`src/rtl/clause_queue_pkg.sv`:
```
// Shared clause definitions used by the switch and the clause queue.
// Holds the clause payload type plus clause-queue sizing defaults.
// No logic; types and constants only.
package clause_queue_pkg;

  // Clause payload as it travels switch -> queue -> engine.
  typedef struct packed {
    logic [7:0]  id;     // clause identifier
    logic [23:0] body;   // literal / payload bits
  } cla_t;

  localparam int CLQ_DEPTH     = 8;
  localparam int CLQ_AF_MARGIN = 2;

endpackage

```
`src/rtl/clq_mem.sv`:
```
// Clause storage array: synchronous write port, asynchronous read port.
// Read data follows the read address in the same cycle (no read latency).
// No flow control here; the caller decides when writing is legal.
module clq_mem
  import clause_queue_pkg::*;
#(
  parameter int DEPTH = CLQ_DEPTH,
  parameter int AW    = $clog2(DEPTH)
) (
  input  logic          clk,
  input  logic          we_i,
  input  logic [AW-1:0] waddr_i,
  input  cla_t          wdata_i,
  input  logic [AW-1:0] raddr_i,
  output cla_t          rdata_o
);

  cla_t mem_q [DEPTH];

  // Write the addressed entry; contents are never reset.
  always_ff @(posedge clk) begin
    if (we_i) begin
      mem_q[waddr_i] <= wdata_i;
    end
  end

  assign rdata_o = mem_q[raddr_i];

endmodule

```
`src/rtl/clause_queue.sv`:
```
// Clause queue between the clause switch and the propagation engine (FWFT FIFO).
// Latency: a written clause is visible at the head one cycle after the write.
// Backpressure: none toward sw; early almost-full throttles upstream, excess writes drop and set sticky overflow.
module clause_queue
  import clause_queue_pkg::*;
#(
  parameter int DEPTH     = CLQ_DEPTH,
  parameter int AF_MARGIN = CLQ_AF_MARGIN
) (
  input  logic                     clk,
  input  logic                     rst,
  input  logic                     flush,
  input  cla_t                     sw2clq,
  input  logic                     sw2clq_valid,
  output logic                     clq2sw_almost_full,
  output logic                     clq2sw_full,
  output cla_t                     clq2eng,
  output logic                     clq2eng_valid,
  input  logic                     eng2clq_ready,
  output logic [$clog2(DEPTH):0]   clq_count,
  output logic                     clq_overflow
);

  localparam int AW = $clog2(DEPTH);
  localparam int PW = AW + 1;
  localparam logic [PW-1:0] AF_THRESH = PW'(DEPTH - AF_MARGIN);

  logic [PW-1:0] wr_ptr_q, wr_ptr_d;
  logic [PW-1:0] rd_ptr_q, rd_ptr_d;
  logic [PW-1:0] count_q,  count_d;
  logic          ovf_q,    ovf_d;

  logic empty;
  logic full;
  logic pop;
  logic push;
  logic drop;

  // Pointer MSB is the wrap bit: equal pointers mean empty, same index with
  // different wrap bits means full.
  assign empty = (wr_ptr_q == rd_ptr_q);
  assign full  = (wr_ptr_q[AW-1:0] == rd_ptr_q[AW-1:0]) &&
                 (wr_ptr_q[AW] != rd_ptr_q[AW]);

  // A pop frees a slot in the same cycle, so a full queue can still accept.
  // Flush overrides both so nothing lands in the array during a clear.
  assign pop  = !empty && eng2clq_ready && !flush;
  assign push = sw2clq_valid && (!full || pop) && !flush;
  assign drop = sw2clq_valid && full && !pop && !flush;

  // Next-state for pointers, occupancy and the sticky overflow flag.
  always_comb begin
    wr_ptr_d = wr_ptr_q;
    rd_ptr_d = rd_ptr_q;
    count_d  = count_q;
    ovf_d    = ovf_q;
    if (flush) begin
      wr_ptr_d = '0;
      rd_ptr_d = '0;
      count_d  = '0;
      ovf_d    = 1'b0;
    end else begin
      if (push) wr_ptr_d = wr_ptr_q + PW'(1);
      if (pop)  rd_ptr_d = rd_ptr_q + PW'(1);
      count_d = count_q + PW'(push) - PW'(pop);
      if (drop) ovf_d = 1'b1;
    end
  end

  // State registers; reset discards all queued clauses.
  always_ff @(posedge clk or posedge rst) begin
    if (rst) begin
      wr_ptr_q <= '0;
      rd_ptr_q <= '0;
      count_q  <= '0;
      ovf_q    <= 1'b0;
    end else begin
      wr_ptr_q <= wr_ptr_d;
      rd_ptr_q <= rd_ptr_d;
      count_q  <= count_d;
      ovf_q    <= ovf_d;
    end
  end

  clq_mem #(
    .DEPTH (DEPTH),
    .AW    (AW)
  ) u_mem (
    .clk     (clk),
    .we_i    (push),
    .waddr_i (wr_ptr_q[AW-1:0]),
    .wdata_i (sw2clq),
    .raddr_i (rd_ptr_q[AW-1:0]),
    .rdata_o (clq2eng)
  );

  // All outputs come straight from registered state, so neither the write
  // request nor the engine ready reaches them combinationally.
  assign clq2eng_valid      = !empty;
  assign clq2sw_full        = full;
  assign clq2sw_almost_full = (count_q >= AF_THRESH);
  assign clq_count          = count_q;
  assign clq_overflow       = ovf_q;

endmodule

```
`config.mk`:
```
export PLATFORM = sky130hd
export DESIGN_NAME = clause_queue
export DESIGN_NICKNAME = d
export VERILOG_FILES = /design/src/rtl/clause_queue_pkg.sv /design/src/rtl/clq_mem.sv /design/src/rtl/clause_queue.sv
export SDC_FILE = /design/constraint.sdc
export NUM_CORES = 1
export LEC_CHECK = 0
export ABC_CLOCK_PERIOD_IN_PS = 4330
export BUFFER_PORTS_ARGS = -buffer_cell sky130_fd_sc_hd__buf_2
export CELL_PAD_IN_SITES_DETAIL_PLACEMENT = 1
export CELL_PAD_IN_SITES_GLOBAL_PLACEMENT = 2
export CORE_MARGIN = 3
export CORE_UTILIZATION = 27
export CTS_CLUSTER_DIAMETER = 120
export DETAILED_ROUTE_END_ITERATION = 6
export PLACE_DENSITY = 0.58
export REMOVE_ABC_BUFFERS = 1
export SYNTH_ARGS = -nofsm -noshare
export SYNTH_HDL_FRONTEND = slang
export SYNTH_HIERARCHICAL = 1
export SYNTH_SLANG_ARGS = --single-unit
```
`constraint.sdc`:
```
create_clock -name clk -period 4.33 [get_ports clk]
set_clock_uncertainty 0.2 [all_clocks]
set_input_delay 0.433 -clock clk [delete_from_list [all_inputs] [get_ports clk]]
set_output_delay 0.433 -clock clk [all_outputs]
set_load 0.02 [all_outputs]
```
* Yosys cells after proc, flatten, opt, wreduce, memory -nomap -nowiden *
Memory sizes are Yosys's and may differ from the RTL's.
Index checks and enable logic that the tools add are counted.

cells by class
  equal/unequal tests = 3
  order comparisons = 1
  mux-type cells = 9
  reduce and logical (&&, ||, !) cells = 16
  add/sub/neg operators = 4

operator list
  cell                                                  count
  two-way mux 4 bit                                     5
  adder 4 x 1 -> 4 bit (second input constant)          2
  logical AND 1 bit                                     8
  nonzero test 2 bit                                    3
  adder 4 x 1 -> 4 bit                                  1
  == test 4 bit                                         1
  >= comparator 4 x 3 -> 1 bit (second input constant)  1
  zero test 1 bit                                       4
  two-way mux 1 bit                                     4
  subtractor 4 x 1 -> 4 bit                             1
  == test 3 bit                                         1
  logical OR 1 bit                                      1
  != test 1 bit                                         1

word-level totals
  flip-flop bits (word level) = 13
  memories kept = 1
  memory bits (writable) = 256

memory list
  name         words  width  read ports  clocked after Yosys merged registers in  wr ports  RTL line       source
  u_mem.mem_q  8      32     1           0                                        1         clq_mem.sv:18  cla_t mem_q [DEPTH];

* Logic depth before layout (Yosys ltp) *
Gate-level depths: netlist (run 1).

  depth in word-level cells = 10
  gate-level depth with buffers = 12
  gate-level depth less buffers = 11

* Hierarchy *
The synthesis (run 1) kept the hierarchy.

by module, submodules not included
  module        cells an instance  instances  area each (um2)
  clq_mem       383                1          9825.7
  clause_queue  92                 1          932.1

* Worst setup path after synthesis (run 1) *
OpenSTA, ideal clock, no wires.

  path type = register -> register
  start point = reg wr_ptr_q[0]
  end point = mem u_mem/mem_q[0][0] (netlist bit) (enable)
  arrival time = 3.607 ns
  cell stages (with the launch flop) = 6
  setup slack = 0.062 ns
  path through = dfrtp_1 -> xor2_2 -> nor4_4 -> a211oi_2 -> nand2b_1 -> nor3_1

on the way
  elaborated cells on any way between the ends = 12

RTL lines
  element                                  RTL line            source
  start, declared                          clause_queue.sv:28  logic [PW-1:0] wr_ptr_q, wr_ptr_d;
  start signal, assigned                   clause_queue.sv:78  wr_ptr_q <= wr_ptr_d;
  == test 3 bit                            clause_queue.sv:42  assign full = (wr_ptr_q[AW-1:0] == rd_ptr_q[AW-1:0]) &&
  logical AND 1 bit                        clause_queue.sv:42
  net clq2sw_full                          clause_queue.sv:16  output logic clq2sw_full,
  zero test 1 bit                          clause_queue.sv:48  assign push = sw2clq_valid && (!full || pop) && !flush;
  logical OR 1 bit                         clause_queue.sv:48
  logical AND 1 bit (2 in series)          clause_queue.sv:48
  net push                                 clause_queue.sv:36  logic push;
  two-way mux 1 bit                        clq_mem.sv:22       if (we_i) begin
  two-way mux 1 bit (implied by the code)  clq_mem.sv:23       mem_q[waddr_i] <= wdata_i;
  end, declared                            clq_mem.sv:18

The timed path passes the listed nets, and every way through them passes these cells.

==> results of run 1 <==
power breakdown:
part / switching, W / internal (W) / leakage (nW) / total (W)
clock network: 0.00101 / 0.00136 / 0.448 / 0.00237
registers: 0.0000705 / 0.00292 / 2.48 / 0.00299
logic: 0.000559 / 0.000498 / 1.37 / 0.00106
timing repair:
action,CTS,global route
endpoints found under the setup margin,0,0
hold endpoints to repair,269,0
hold buffers,33,0
cell families after synthesis:
group	share of synthesized area, %
flops	74.5
mux	18.3
simple gates	2.09
buf+inv	1.90
compound gates	1.34
xor+xnor	0.861
fa+ha+maj	1.00
how the worst max path moves through the flow:
stage,endpoint,cells after the start
4_1_cts,clq2eng[2],4
3_5_place_dp,u_mem/mem_q[1][4],6
2_1_floorplan,u_mem/mem_q[0][0],5
5_1_grt,clq2eng[2],4
6_report,clq2eng[2],4
3_3_place_gp,u_mem/mem_q[1][18],6
area by class of cell:
type                       instances  area, µm²  area share, %
sequential                       269       8020           61.4
multi-input combinational        172       2600           19.9
timing repair buffer             121        826           6.32
clock buffer                      34        787           6.02
tap                              518        648           4.96
clock inverter                    22        145           1.11
inverter                          13       48.8          0.373
per-stage QoR:
| stage | power, W | hold slack (ns) |
|---|---|---|
| 2_1_floorplan | 0.00376 | 0.110 |
| 3_3_place_gp | 0.00408 | 0.293 |
| 3_5_place_dp | 0.00411 | 0.293 |
| 4_1_cts | 0.00654 | 0.0160 |
| 5_1_grt | 0.00672 | 0.0389 |
| 6_report | 0.00642 | 0.0420 |
synth_stat cells (2+ instances only):
master	count
a21oi_1	4
buf_1	4
buf_2	7
buf_6	9
dfrtp_1	13
edfxtp_1	256
ha_1	7
inv_1	13
mux2_2	32
mux2i_1	2
mux4_1	40
mux4_2	24
nand2_1	5
nand2b_1	3
nand3_1	3
nand4_1	3
nor2_1	12
nor2b_1	2
nor3_1	3
o21ai_0	2
o311ai_0	2
or3_1	4
xnor2_1	2
xor2_1	3
xor2_2	3
flip-flops by register name, indices dropped and copies added (netlist names):
register and count:
rd_ptr_q 4, u_mem/mem_q 256, clq_count 4, wr_ptr_q 4, clq_overflow 1
worst max-delay path: cells and delay by family, from the launching register on:
family | cells | cell delay, ns
DFF | 1 | 0.72
buffers and inverters | 2 | 0.72
muxes | 2 | 0.97
routing by layer:
layer	routed length [µm]	up-vias
met4	335	0
met3	995	27
met2	11800	85
met5	0	-
li1	-	2279
met1	10700	2741
==> impl_metrics.env, run 1 <==
export IMPL_holdPathEnd="wr_ptr_q[2]"
export IMPL_ctsResizeCount=0
export IMPL_grt_use_met2_pct=19.5
export IMPL_path_class="reg -> out"
export IMPL_hold_path_class="in -> reg"
export IMPL_crit_arrival_ns=2.97
export IMPL_wl_per_cell_um=20.7
export IMPL_drc_errors=0
export IMPL_syn_inst=475
export IMPL_netlist_area_leader_share_pct=71.5
export IMPL_setup_tns_final_ns=0
export IMPL_p_per_area_nw_per_um2=491
export IMPL_met3_usage_pct=2.34
export IMPL_power_leakage_nw=4.30
export IMPL_cts_made_buffers=30
export IMPL_cp_cell_sequence="buf_4 -> mux4_1 -> mux2_2 -> buf_2"
export IMPL_drt_pass1_iter_count=4
export IMPL_syn_area_um2=10800
export IMPL_fin_cells=1149
export IMPL_cts_tree="built"
export IMPL_worst_setup_path_start_kind="register"
export IMPL_die_w_um=206
export IMPL_async_flop_share_pct=4.83
export IMPL_crit_fanout=29
export IMPL_layout_commonest_cell="edfxtp_1"
export IMPL_rsz0062_at_grt="no"
export IMPL_core_area_um2=39000
export IMPL_final_setup_worst_slack_ns=0.726
export IMPL_via_count=5132
export IMPL_post_dp_cell_area_um2=11800
export IMPL_dpl_hpwl_um=13500
export IMPL_clkTransAtPathRegs_ns=0.06
export IMPL_grt_busiest_layer="met2"
export IMPL_cts_sinks=269
export IMPL_start_util_pct=27.6
export IMPL_postCtsSetupRepairBufs=0
export IMPL_grt_antenna_before_repair=0
export IMPL_num_antenna_cells=0
export IMPL_finalCritPeriodShare_pct=83.2
export IMPL_worstHoldPathCells=3
export IMPL_grt_pass1_wl_um=36200
export IMPL_layout_common_cells="edfxtp_1 (256), buf_2 (76), mux4_1 (40)"
export IMPL_cap_viol_max_count=0
export IMPL_slew_viol_final=0
export IMPL_io_buffers=76
export IMPL_max_freq_mhz=278
export IMPL_dp_cells=1060
export IMPL_rr_worst_depth=6
export IMPL_grt_pass1_vias=5769
export IMPL_reg2reg_slack_ns=1.08
export IMPL_final_core_util_pct=33.5
export IMPL_syn_avg_cell_area_um2=22.6
export IMPL_gr_usage_met1_pct=14.8
export IMPL_gr_total_overflow=0
export IMPL_synthTopCellsByArea="edfxtp_1 (71%), mux4_1 (9.8%), mux4_2 (5.0%), mux2_2 (3.3%), dfrtp_1 (3.0%)"
export IMPL_endpoint_kind="output port"
export IMPL_place_ws_ns=1.07
export IMPL_slew_headroom_pct=36.9
export IMPL_critPathRequiredTime_ns=3.70
export IMPL_setup_viol=0
export IMPL_synth_seq_cells=269
export IMPL_area_delta_synth_final_pct=21.5
export IMPL_yosys_warnings=6
export IMPL_synthFlopType="edfxtp_1"
export IMPL_synth_edf_count=256
export IMPL_design_area_um2=13100
export IMPL_r2r_end="u_mem/mem_q[1][7]"
export IMPL_clock_path_buffers=3
export IMPL_vias_per_cell=4.47
export IMPL_drt_initial_drc_count=324
export IMPL_h_tree_depth=1
export IMPL_wirelength_um=23800
export IMPL_synth_top_area_cell="edfxtp_1"
export IMPL_outcome="finished clean"
export IMPL_hold_violations=0
export IMPL_drive_gt1_share_pct=32.8
export IMPL_grt_use_total_pct=11.3
export IMPL_synth_distinct_cells=42
export IMPL_clkLatencyLatePin_ns=0.54
export IMPL_worst_pin_slew_ns=0.947
export IMPL_die_area_um2=42300
export IMPL_min_from="sw2clq_valid"
export IMPL_gp_congestion=0.681
export IMPL_r2r_start="rd_ptr_q[0]"
export IMPL_ant_nets=0
export IMPL_fillers=3860
export IMPL_die_h_um=206
export IMPL_critical_path_max_stage_delay_ns=0.72
export IMPL_period_minus_slack_ns=3.60
export IMPL_fp_row_count=72
export IMPL_ir_worst_vdd_uv=287
export IMPL_yosysSeqAreaShare_pct=74.5
export IMPL_cts_root_buf="clkbuf_16"
export IMPL_grt_max_degree=68
export IMPL_io_pins=77
export IMPL_crit_start="rd_ptr_q[0]"
export IMPL_final_nets=652
export IMPL_crit_slowest_cell="dfrtp_4"
No activity file was read; power rests on OpenSTA's default activity.
==> inputs of run 2 (changes only) <==
--- a/config.mk
+++ b/config.mk
@@ -5,7 +5,7 @@
 export SDC_FILE = /design/constraint.sdc
 export NUM_CORES = 1
 export LEC_CHECK = 0
-export ABC_CLOCK_PERIOD_IN_PS = 4330
+export ABC_CLOCK_PERIOD_IN_PS = 3000
 export BUFFER_PORTS_ARGS = -buffer_cell sky130_fd_sc_hd__buf_2
 export CELL_PAD_IN_SITES_DETAIL_PLACEMENT = 1
 export CELL_PAD_IN_SITES_GLOBAL_PLACEMENT = 2
==> constraint.sdc (replaced) <==
create_clock -name clk -period 3 [get_ports clk]
set_clock_uncertainty 0.2 [all_clocks]
set_input_delay 0.3 -clock clk [delete_from_list [all_inputs] [get_ports clk]]
set_output_delay 0.3 -clock clk [all_outputs]
set_load 0.02 [all_outputs]
==> run 2 against run 1 <==
  * Register-to-register slack worse by 0.89 ns
  * Worst hold slack improved by 0.00062 ns
  * Core utilization is 0.89 points higher
  * Final cell count is 0.96% higher
  * Final area is 2.6% higher
  * Critical path type unchanged
  * Clock-buffer cell count down 2
  * Largest cell class unchanged
==> impl_metrics.env, run 2 (synthesis gave the netlist of run 1 again) <==
export IMPL_area_delta_synth_final_pct=24.7
export IMPL_grt_max_degree=68
export IMPL_p_per_area_nw_per_um2=704
export IMPL_power_leakage_nw=4.43
export IMPL_via_count=5227
export IMPL_top_register="u_mem/mem_q"
export IMPL_max_freq_mhz=346
export IMPL_fp_row_count=72
export IMPL_cts_sinks=269
export IMPL_cts_tree="built"
export IMPL_path_depth=4
export IMPL_layout_common_cells="edfxtp_1 (256), buf_2 (76), mux4_1 (40)"
export IMPL_wirelength_met1_um=11400
export IMPL_start_util_pct=27.6
export IMPL_highest_layer="met4"
export IMPL_dpl_hpwl_um=13200
export IMPL_grt_use_total_pct=11.3
export IMPL_wl_met2_um=11600
export IMPL_rsz0062_at_grt="no"
export IMPL_crit_family="multiplexers"
export IMPL_core_area_um2=39000
export IMPL_h_tree_depth=1
export IMPL_endpoint_kind="output port"
export IMPL_slew_headroom_pct=55.5
export IMPL_wl_met3_um=965
export IMPL_die_area_um2=42300
export IMPL_vias_per_cell=4.51
export IMPL_num_antenna_cells=0
export IMPL_worst_setup_path_start_kind="register"
export IMPL_grt_antenna_before_repair=0
export IMPL_cap_viol_max_count=0
export IMPL_setup_viol=0
export IMPL_critical_path_max_stage_delay_ns=0.57
export IMPL_design_area_um2=13400
export IMPL_grt_pass1_vias=5579
export IMPL_crit_slowest_cell="mux4_1"
export IMPL_die_w_um=206
export IMPL_hold_violations=0
export IMPL_worstHoldPathCells=3
export IMPL_setup_tns_final_ns=0
export IMPL_io_pins=77
export IMPL_cts_made_buffers=29
export IMPL_grt_pass1_wl_um=35900
export IMPL_drc_errors=0
export IMPL_critPathBufInv=2
export IMPL_wl_per_cell_um=20.9
export IMPL_drive_gt1_share_pct=34.6
export IMPL_layout_commonest_cell="edfxtp_1"
export IMPL_drt_initial_drc_count=345
export IMPL_critPathRequiredTime_ns=2.50
export IMPL_wirelength_um=24300
export IMPL_gr_total_overflow=0
export IMPL_clkTransAtPathRegs_ns=0.06
export IMPL_dp_cells=1068
export IMPL_crit_fanout=17
export IMPL_slew_viol_final=0
export IMPL_cts_root_buf="clkbuf_16"
export IMPL_final_nets=665
export IMPL_finalCritPeriodShare_pct=96.3
export IMPL_largest_reg_flops=256
export IMPL_clkLatencyLatePin_ns=0.53
export IMPL_fin_cells=1160
export IMPL_period_minus_slack_ns=2.89
export IMPL_ant_nets=0
export IMPL_path_class="reg -> out"
export IMPL_rr_worst_depth=10
export IMPL_postCtsSetupRepairBufs=0
export IMPL_io_buffers=76
export IMPL_cp_cell_sequence="buf_16 -> mux4_1 -> mux2_2 -> buf_2"
export IMPL_post_dp_cell_area_um2=12000
export IMPL_hold_path_class="in -> reg"
export IMPL_clock_path_buffers=3
export IMPL_crit_arrival_ns=2.39
export IMPL_outcome="finished clean"
export IMPL_gp_congestion=0.748
export IMPL_ir_worst_vdd_uv=490
export IMPL_drt_pass1_iter_count=4
export IMPL_worst_pin_slew_ns=0.667
export IMPL_final_setup_worst_slack_ns=0.110
export IMPL_die_h_um=206
export IMPL_place_ws_ns=0.162
-- run 2: cell types whose count changed in the layout (fill, tap and decap cells not counted), moves of 2 or more --
cell           previous run  this run
buf_12                    2        14
buf_16                    0         2
buf_4                    10         4
bufinv_16                 1         3
clkinv_1                  9         3
clkinv_2                  5         9
dlygate4sd3_1            33        36
inv_6                     3         1
-- run 2: through the flow --
stage / utilization (%) / hold WS, ns / total power [W]
3_3_place_gp: 30.8 / 0.178 / 0.00591
5_1_grt: 34.4 / 0.0281 / 0.00988
2_1_floorplan: - / -0.0230 / 0.00542
4_1_cts: 34.3 / 0.00785 / 0.00954
3_5_place_dp: 30.8 / 0.182 / 0.00595
6_report: 34.4 / 0.0426 / 0.00944
-- run 2: timing repair --
action                     CTS  global route
pin swaps                    0             0
hold endpoints to repair   280             0
hold buffers                36             0
setup endpoints to repair   32             6
gates cloned                 1             2
resized for setup            4             1
-- run 2: area by class of cell --
cell class / instances / area (µm²)
multi-input cells: 172 / 2600
clock buffers: 32 / 737
well taps: 518 / 648
flip-flops and latches: 269 / 8020
inverters: 13 / 48.8
clock inverters: 21 / 194
repair buffers: 135 / 1170
fillers: 3841 / 25600
-- run 2: final timing paths --
check	from	endpoint	slack, ns
max in group asynchronous	rst	rd_ptr_q[2]	2.03
min	eng2clq_ready	wr_ptr_q[0]	0.04
min in group asynchronous	rst	clq_count[1]	0.15
max reg2reg	rd_ptr_q[0]	clq_count[2]	0.19
min reg2reg	rd_ptr_q[3]	rd_ptr_q[3]	0.41
max	rd_ptr_q[0]	clq2eng[11]	0.11
-- run 2: routing by layer --
layer	up-vias	global-route usage (%)
met5	-	0
met4	0	2.78
met3	25	2.10
met2	95	18.3
met1	2796	15.8
li1	2311	-
-- run 2: power by group --
group	internal, W	switching (W)
clock	0.00203	0.00140
sequential	0.00421	0.0000657
combinational	0.000823	0.000907
-- run 2: tightest hold or removal path, delay by kind of cell --
kind | cells | cell delay [ns]
AOI/OAI and AO/OA | 1 | 0.13
buffers and inverters | 1 | 0.16
and+or+nand+nor | 1 | 0.13
==> inputs of run 3 (changes only) <==
--- a/config.mk
+++ b/config.mk
@@ -10,12 +10,13 @@
 export CELL_PAD_IN_SITES_DETAIL_PLACEMENT = 1
 export CELL_PAD_IN_SITES_GLOBAL_PLACEMENT = 2
 export CORE_MARGIN = 3
-export CORE_UTILIZATION = 27
+export CORE_UTILIZATION = 43
 export CTS_CLUSTER_DIAMETER = 120
 export DETAILED_ROUTE_END_ITERATION = 6
-export PLACE_DENSITY = 0.58
+export PLACE_DENSITY = 0.81
 export REMOVE_ABC_BUFFERS = 1
 export SYNTH_ARGS = -nofsm -noshare
 export SYNTH_HDL_FRONTEND = slang
 export SYNTH_HIERARCHICAL = 1
 export SYNTH_SLANG_ARGS = --single-unit
+export TNS_END_PERCENT = 20
==> run 3 against run 2 <==
  * Setup slack got worse by 0.035 ns
  * Sequential power about the same
  * Global-route usage increased by 5.4 points
  * Register-to-register slack improved by 0.05 ns
  * Clock power decreased by 11%
  * Maximum frequency decreased by 1.2%
  * Worst hold slack improved by 0.13 ns
  * Non-clock buffer count increased by 3
  * Core utilization increased by 18 points
  * First-iteration DRC count decreased by 0.58%
  * Combinational power decreased by 5%
  * Power decreased by 5.1%
==> impl_metrics.env, run 3 (synthesis gave the netlist of run 1 again) <==
export IMPL_h_tree_depth=1
export IMPL_num_antenna_cells=0
export IMPL_power_leakage_nw=4.35
export IMPL_finalCritPeriodShare_pct=97.5
export IMPL_start_util_pct=44.0
export IMPL_core_area_um2=24500
export IMPL_max_freq_mhz=342
export IMPL_postCtsSetupRepairBufs=0
export IMPL_grt_max_degree=68
export IMPL_setup_viol=0
export IMPL_wirelength_um=22400
export IMPL_worst_setup_path_start_kind="register"
export IMPL_ir_worst_vdd_uv=633
export IMPL_rsz0062_at_grt="no"
export IMPL_via_count=5257
export IMPL_drt_pass1_iter_count=4
export IMPL_largest_reg_flops=256
export IMPL_io_buffers=76
export IMPL_vias_per_cell=5.45
export IMPL_cts_made_buffers=27
export IMPL_die_w_um=164
export IMPL_hold_violations=0
export IMPL_post_dp_cell_area_um2=11700
export IMPL_top_register="u_mem/mem_q"
export IMPL_dp_cells=878
export IMPL_grt_pass1_wl_um=34200
export IMPL_period_minus_slack_ns=2.93
export IMPL_gp_congestion=0.744
export IMPL_final_nets=666
export IMPL_die_h_um=164
export IMPL_report_power_total_w=0.00897
export IMPL_layout_common_cells="edfxtp_1 (256), buf_2 (76), mux4_1 (40)"
export IMPL_area_delta_synth_final_pct=20.1
export IMPL_grt_use_total_pct=16.7
export IMPL_cts_tree="built"
export IMPL_p_per_area_nw_per_um2=694
export IMPL_drc_errors=0
export IMPL_io_pins=77
export IMPL_drt_initial_drc_count=343
export IMPL_slew_viol_final=0
export IMPL_clkLatencyLatePin_ns=0.52
export IMPL_fp_row_count=57
export IMPL_grt_antenna_before_repair=0
export IMPL_slew_headroom_pct=56.4
export IMPL_gr_total_overflow=0
export IMPL_cap_viol_max_count=0
export IMPL_worst_pin_slew_ns=0.654
export IMPL_clkTransAtPathRegs_ns=0.06
export IMPL_fillers=2137
export IMPL_design_area_um2=12900
export IMPL_cts_root_buf="clkbuf_16"
export IMPL_fin_cells=964
export IMPL_outcome="finished clean"
export IMPL_hold_path_class="in -> async"
export IMPL_clock_path_buffers=3
export IMPL_layout_commonest_cell="edfxtp_1"
export IMPL_path_class="reg -> out"
export IMPL_grt_pass1_vias=5756
export IMPL_cts_sinks=269
export IMPL_final_core_util_pct=52.8
export IMPL_dpl_hpwl_um=12800
export IMPL_endpoint_kind="output port"
export IMPL_ant_nets=0
export IMPL_drive_gt1_share_pct=32.5
export IMPL_wl_per_cell_um=23.2
export IMPL_crit_fanout=34
export IMPL_critPathRequiredTime_ns=2.50
export IMPL_crit_arrival_ns=2.43
export IMPL_die_area_um2=27000
export IMPL_setup_tns_final_ns=0
run 3: layer usage:
| layer | vias up | wire length [µm] | GRT usage (%) |
|---|---|---|---|
| li1 | 2311 | - | - |
| met1 | 2797 | 9940 | 23.1 |
| met2 | 119 | 11000 | 28.1 |
| met3 | 30 | 1110 | 3.23 |
| met4 | 0 | 338 | 3.04 |
| met5 | - | 0 | 0 |
run 3: through the flow:
step | hold slack [ns] | worst slack (ns)
CTS | 0.180 | 0.0562
global route | 0.218 | 0.0247
detailed placement | 0.188 | 0.287
global placement | 0.176 | 0.350
floorplan | -0.0230 | -3.05
finish | 0.173 | 0.0745
run 3: path summary, 6_finish.rpt:
check / from / endpoint / slack, ns / cells after the start
max in group asynchronous: rst / rd_ptr_q[0] / 2.01 / 3
min reg2reg: rd_ptr_q[3] / rd_ptr_q[3] / 0.42 / 2
max: rd_ptr_q[0] / clq2eng[31] / 0.07 / 4
min: rst / clq_count[1] / 0.17 / 3
min in group clk: sw2clq[25] / u_mem/mem_q[2][25] / 0.37 / 2
max reg2reg: rd_ptr_q[0] / clq_count[3] / 0.24 / 11
run 3: critical path, stage by stage, from the launching register on:
cell and delay (ns):
dfrtp_4 0.51, buf_16 0.26, mux4_1 0.61, mux2_2 0.31, buf_2 0.17
run 3: report_power, final:
group | switching (W) | internal (W) | leakage (nW) | total [W]
registers | 0.0000515 | 0.00421 | 2.48 | 0.00426
logic | 0.000870 | 0.000784 | 1.48 | 0.00165
clock network | 0.00132 | 0.00173 | 0.385 | 0.00305
total | 0.00224 | 0.00673 | 4.35 | 0.00897
run 3: cell type report:
class                           instances  area [µm²]  share of cell area [%]
Clock buffer                           35         706                    5.46
Clock inverter                         13        83.8                   0.649
Inverter                               13        48.8                   0.378
Multi-Input combinational cell        172        2600                    20.1
Sequential cell                       269        8020                    62.1
Tap cell                              324         405                    3.14
Timing Repair Buffer                  138        1060                    8.19
run 3: repair_timing:
action / 4_1_cts / 5_1_grt
endpoints found under the hold margin: 279 / 0
setup endpoints to repair: 32 / 0
hold buffers: 37 / 0
resized for setup: 3 / 0
